File: config.mk
export PLATFORM = sky130hd
export DESIGN_NAME = lsu
export DESIGN_NICKNAME = d
export VERILOG_FILES = /design/src/rtl/lsu.sv
export SDC_FILE = /design/constraint.sdc
export NUM_CORES = 1
export LEC_CHECK = 0
export BUFFER_PORTS_ARGS = -buffer_cell sky130_fd_sc_hd__buf_2
export CAP_MARGIN = 20
export CORE_MARGIN = 2
export CORE_UTILIZATION = 30
export DETAILED_ROUTE_END_ITERATION = 8
export HOLD_SLACK_MARGIN = 0.02
export PLACE_DENSITY = 0.63
export SYNTH_ARGS = -nofsm -noshare
export SYNTH_HDL_FRONTEND = slang
export SYNTH_SLANG_ARGS = --single-unit
File: constraint.sdc
create_clock -name clk -period 2 [get_ports clk]
set_input_delay 0.1 -clock clk [delete_from_list [all_inputs] [get_ports clk]]
set_output_delay 0.1 -clock clk [all_outputs]
set_load 0.005 [all_outputs]
File: src/rtl/lsu.sv
// Load/store unit: single-outstanding memory handshake with store lane
// replication/byte enables and load alignment with sign/zero extension.
module lsu (
    input  logic        clk,
    input  logic        rst,
    input  logic        req_valid,
    output logic        req_ready,
    input  logic        req_we,
    input  logic [2:0]  req_funct3,
    input  logic [31:0] req_addr,
    input  logic [31:0] req_wdata,
    input  logic [4:0]  req_rd,
    output logic        mem_req,
    output logic        mem_we,
    output logic [31:0] mem_addr,
    output logic [31:0] mem_wdata,
    output logic [3:0]  mem_be,
    input  logic        mem_gnt,
    input  logic        mem_rvalid,
    input  logic [31:0] mem_rdata,
    output logic [4:0]  sb_rd_waddr,
    output logic [31:0] sb_rd_wdata,
    output logic        done,
    output logic        err,
    output logic        busy
);

    localparam int unsigned DATA_WIDTH     = 32;
    localparam int unsigned REG_ADDR_WIDTH = 5;
    localparam int unsigned BE_WIDTH       = DATA_WIDTH / 8;

    typedef enum logic [1:0] {
        IDLE = 2'd0,
        REQ  = 2'd1,
        WAIT = 2'd2
    } state_t;

    state_t                    state, state_n;
    logic                      op_we, op_we_n;
    logic [2:0]                op_f3, op_f3_n;
    logic [1:0]                op_off, op_off_n;
    logic [REG_ADDR_WIDTH-1:0] op_rd, op_rd_n;

    logic                      mem_req_n, mem_we_n;
    logic [DATA_WIDTH-1:0]     mem_addr_n, mem_wdata_n;
    logic [BE_WIDTH-1:0]       mem_be_n;
    logic [REG_ADDR_WIDTH-1:0] sb_waddr_n;
    logic [DATA_WIDTH-1:0]     sb_wdata_n;
    logic                      done_n, err_n;

    logic                      misaligned, illegal;
    logic [DATA_WIDTH-1:0]     st_wdata;
    logic [BE_WIDTH-1:0]       st_be;
    logic [DATA_WIDTH-1:0]     shifted;
    logic [DATA_WIDTH-1:0]     load_data;

    assign req_ready = (state == IDLE) && !rst;
    assign busy      = !req_ready;

    // Halfword needs addr[0]==0, word needs addr[1:0]==0; illegal width codes rejected per direction.
    assign misaligned = ((req_funct3[1:0] == 2'b01) && req_addr[0]) ||
                        ((req_funct3[1:0] == 2'b10) && (req_addr[1:0] != 2'b00));
    assign illegal    = req_we ? (req_funct3[2] || (req_funct3[1:0] == 2'b11))
                               : ((req_funct3[1:0] == 2'b11) || (req_funct3 == 3'b110));

    // Store data lane replication and byte enables; loads request the full word.
    always_comb begin
        st_wdata = '0;
        st_be    = 4'b1111;
        if (req_we) begin
            case (req_funct3[1:0])
                2'b00: begin
                    st_wdata = {4{req_wdata[7:0]}};
                    st_be    = 4'b0001 << req_addr[1:0];
                end
                2'b01: begin
                    st_wdata = {2{req_wdata[15:0]}};
                    st_be    = req_addr[1] ? 4'b1100 : 4'b0011;
                end
                default: begin
                    st_wdata = req_wdata;
                    st_be    = 4'b1111;
                end
            endcase
        end
    end

    // Align the returned word to the addressed byte and extend to full width.
    always_comb begin
        shifted = mem_rdata >> {op_off, 3'b000};
        case (op_f3)
            3'b000:  load_data = {{24{shifted[7]}}, shifted[7:0]};
            3'b100:  load_data = {24'd0, shifted[7:0]};
            3'b001:  load_data = {{16{shifted[15]}}, shifted[15:0]};
            3'b101:  load_data = {16'd0, shifted[15:0]};
            default: load_data = shifted;
        endcase
    end

    // Next-state and next-output logic.
    always_comb begin
        state_n     = state;
        op_we_n     = op_we;
        op_f3_n     = op_f3;
        op_off_n    = op_off;
        op_rd_n     = op_rd;
        mem_req_n   = mem_req;
        mem_we_n    = mem_we;
        mem_addr_n  = mem_addr;
        mem_wdata_n = mem_wdata;
        mem_be_n    = mem_be;
        sb_waddr_n  = '0;
        sb_wdata_n  = '0;
        done_n      = 1'b0;
        err_n       = 1'b0;
        case (state)
            IDLE: begin
                if (req_valid) begin
                    op_we_n  = req_we;
                    op_f3_n  = req_funct3;
                    op_off_n = req_addr[1:0];
                    op_rd_n  = req_rd;
                    if (misaligned || illegal) begin
                        err_n = 1'b1;
                    end else begin
                        state_n     = REQ;
                        mem_req_n   = 1'b1;
                        mem_we_n    = req_we;
                        mem_addr_n  = {req_addr[31:2], 2'b00};
                        mem_wdata_n = st_wdata;
                        mem_be_n    = st_be;
                    end
                end
            end
            REQ: begin
                if (mem_gnt) begin
                    mem_req_n = 1'b0;
                    if (op_we) begin
                        state_n = IDLE;
                        done_n  = 1'b1;
                    end else begin
                        state_n = WAIT;
                    end
                end
            end
            WAIT: begin
                if (mem_rvalid) begin
                    state_n = IDLE;
                    done_n  = 1'b1;
                    if (op_rd != '0) begin
                        sb_waddr_n = op_rd;
                        sb_wdata_n = load_data;
                    end
                end
            end
            default: state_n = IDLE;
        endcase
    end

    // State and output registers with synchronous reset.
    always_ff @(posedge clk) begin
        if (rst) begin
            state       <= IDLE;
            op_we       <= 1'b0;
            op_f3       <= '0;
            op_off      <= '0;
            op_rd       <= '0;
            mem_req     <= 1'b0;
            mem_we      <= 1'b0;
            mem_addr    <= '0;
            mem_wdata   <= '0;
            mem_be      <= '0;
            sb_rd_waddr <= '0;
            sb_rd_wdata <= '0;
            done        <= 1'b0;
            err         <= 1'b0;
        end else begin
            state       <= state_n;
            op_we       <= op_we_n;
            op_f3       <= op_f3_n;
            op_off      <= op_off_n;
            op_rd       <= op_rd_n;
            mem_req     <= mem_req_n;
            mem_we      <= mem_we_n;
            mem_addr    <= mem_addr_n;
            mem_wdata   <= mem_wdata_n;
            mem_be      <= mem_be_n;
            sb_rd_waddr <= sb_waddr_n;
            sb_rd_wdata <= sb_wdata_n;
            done        <= done_n;
            err         <= err_n;
        end
    end

endmodule

==> out/metrics.yaml <==
run_status:
  status: "completed"
sta:
  relSlewSlack_pct: 55.6
  final.period_utilization_pct: 93.5
  worst_pin_slew_ns: 0.665
  tns_ns: 0
  hold_violations: 0
  finClkSkew_ns: 0.00733
  fmax_ghz: 0.535
  final-setup-viol-count: 0
  finalWorstSetupSlack_ns: 0.130
  fin_crit_ns: 1.87
  rsz0062_at_grt: "false"
  maxSlewViolCount: 0
floorplan:
  top_level_ports: 221
  dieArea_sq_mm: 0.0181
  coreArea_sq_mm: 0.0166
  row_count: 47
  start_util_pct: 30.8
  dieHeight_um: 135
  die_width_um: 135
global_routing:
  antenna_found_initial: 0
  met2_usage_pct: 31.2
  overflow: 0
  track_usage_pct: 18.4
  use_met1_pct: 20.8
  grt_max_degree: 59
  grtUsageMet3_pct: 7.43
  grt_pass1_wl_um: 26200
  busiest_layer: "met2"
  grt_pass1_vias: 5163
detailed_routing:
  viasPerCell: 4.75
  ant_nets: 0
  drt_first_pass_iters: 6
  wl_um: 16400
  drc: 0
  wire_per_inst_um: 15.0
  vias: 5164
  drtIter0Drc: 224
yosys:
  yosysSeqAreaShare_pct: 46.9
  post_synth_instance_area_sq_mm: 0.00512
  synth.avg_cell_area_sq_um: 8.72
  ys_warn_count: 0
  synth-edff-count: 0
  synthDistinctLibCells: 44
  synthCells: 587
  synthArstFlopShare_pct: 0
  ys_ff_latch: 120
  synth_ff_type: "dfxtp_1"
  yosysTopAreaCellShare_pct: 46.9
  yosys-top-cells-area: "dfxtp_1, nand2_1, a21oi_1, mux2i_1, mux2_2"
  synth_area_leader_cell: "dfxtp_1"
critical_path:
  path_cells: "buf_4, nor2b_4, a22oi_1, a2111oi_4, buf_4, a21o_1"
  critPathRequiredTime_ns: 2.30
  cp_top_family: "compound AO/OA/AOI/OAI gates"
  critPathMaxFanout: 15
  path_class: "reg -> reg"
  critPathMaxStageDelay_ns: 0.49
  end_kind: "flop"
  cpMostUsedCell: "buf_4"
  arrival_ns: 2.17
  cp.buffers_inverters: 2
  cp-start-kind: "flop"
  critPathSlowestCell: "dfxtp_1"
finish:
  nFillCells: 1611
  area_delta_synth_final_pct: 48.4
  num-nets-final: 969
  finalCoreUtilization_pct: 45.7
  n_antenna_cell: 0
  layout-drive-gt1-share_pct: 36.1
place:
  io_buffer_count: 218
  gp_congestion: 0.814
  place_hpwl_um: 11400
  pre_cts_ws_ns: 0.136
cts:
  clkTransAtPathRegs_ns: 0.06
  cts_root_buffer: "clkbuf_16"
  worstSkewPairLatency_ns: 0.41
  clock-sinks: 120
  clock_path_buffers: 2
  post_cts_resized: 0
  htreeDepth: 4
  tritoncts: "built"
  cts_buffers: 17
min_path:
  hp-class: "in -> reg"
pwr:
  vdd_drop_max_v: 0.000572
  power_density_mw_per_mm2: 946
  power.total_w: 0.00719
  p_leak_nw: 3.41
flow_run:
  drv_cap: 0
==> logic make-up after synthesis <==
logic type,after synthesis,share of synthesized area [%]
flops,120,46.9
simple gates,219,19.5
compound gates,144,17.6
fa+ha+maj,4,0.978
other cells,1,0.0732
buf+inv,54,5.47
mux,45,9.48
==> Yosys cell counts (2+ instances only) <==
master,instances
nand2_1,126
dfxtp_1,120
a21oi_1,77
nand3_1,32
mux2i_1,26
o21ai_0,25
clkbuf_1,22
mux2_2,17
nor2_1,17
a211oi_1,16
buf_2,14
and2_1,13
a21o_1,8
a21oi_2,8
buf_4,8
nand2b_1,8
nor2b_1,7
inv_1,6
nor3_1,5
buf_6,4
ha_1,4
or2_2,2
==> cell usage in the layout (no fill, tap or decap), types with 2 or more instances in the layout <==
| cell | n |
|---|---|
| a211oi_1 | 16 |
| a21o_1 | 8 |
| a21oi_1 | 77 |
| a21oi_2 | 8 |
| and2_1 | 13 |
| buf_2 | 218 |
| buf_4 | 22 |
| bufinv_16 | 3 |
| clkbuf_16 | 17 |
| clkbuf_8 | 2 |
| clkinvlp_4 | 2 |
| conb_1 | 2 |
| dfxtp_1 | 120 |
| dlygate4sd3_1 | 55 |
| ha_1 | 4 |
| inv_1 | 6 |
| inv_6 | 5 |
| mux2_2 | 17 |
| mux2i_1 | 26 |
| nand2_1 | 126 |
| nand2b_1 | 8 |
| nand3_1 | 32 |
| nor2_1 | 17 |
| nor2b_1 | 7 |
| nor3_1 | 5 |
| o21ai_0 | 25 |
| o21ai_4 | 2 |
| or2_2 | 2 |
==> worst reg2reg max path: stages, from the launching register on <==
cell	delay [ns]
dfxtp_1	0.49
buf_4	0.34
nor2b_4	0.09
a22oi_1	0.37
a2111oi_4	0.12
buf_4	0.18
a21o_1	0.16
==> final timing paths <==
check	from	endpoint	slack, ns	cells past startpoint
max	op_off[0]	sb_rd_wdata[28]	0.13	6
min	mem_rdata[16]	sb_rd_wdata[16]	0.04	3
max reg2reg	op_off[0]	sb_rd_wdata[28]	0.13	6
min reg2reg	mem_wdata[11]	mem_wdata[11]	0.45	2
==> power by group <==
part | internal, W | leakage, nW | switching (W) | total (W)
Combinational | 0.000592 | 2.14 | 0.000742 | 0.00133
Sequential | 0.00255 | 0.973 | 0.000100 | 0.00265
Clock | 0.00204 | 0.298 | 0.00116 | 0.00321
==> timing repair <==
action | 4_1_cts | 5_1_grt
hold buffers | 55 | 0
setup buffers | 0 | 0
endpoints found under the hold margin | 55 | 0
==> per-layer routing <==
layer	share of wire (%)	vias to the layer above	routed length [um]
met5	0	-	0
met4	2.4	0	394
met3	9.5	30	1560
met2	48	217	7850
met1	40	2369	6550
li1	-	2548	-
==> stage by stage <==
step	area (sq um)	cells	hold WS [ns]
3_3_place_gp	6430	1001	0.333
6_report	7600	1088	0.0431
5_1_grt	7600	1088	0.0505
2_1_floorplan	5120	588	0.210
3_5_place_dp	6430	1001	0.340
4_1_cts	7600	1088	0.0213
==> registers in the layout, summed over array words and instances (netlist names), 2 cells and up <==
| signal | flops |
|---|---|
| sb_rd_wdata | 32 |
| mem_be | 4 |
| sb_rd_waddr | 5 |
| op_f3 | 3 |
| state | 2 |
| mem_wdata | 32 |
| op_off | 2 |
| op_rd | 5 |
| mem_addr | 30 |
==> cell type report <==
cell class,instances,area (sq um),area share [%]
well taps,220,275,3.62
inverters,6,22.5,0.296
clock buffers,20,457,6.01
multi-input cells,414,2450,32.3
flip-flops and latches,120,2400,31.6
clock inverters,12,163,2.14
repair buffers,296,1830,24.0
Power figures use the tool's default switching activity.
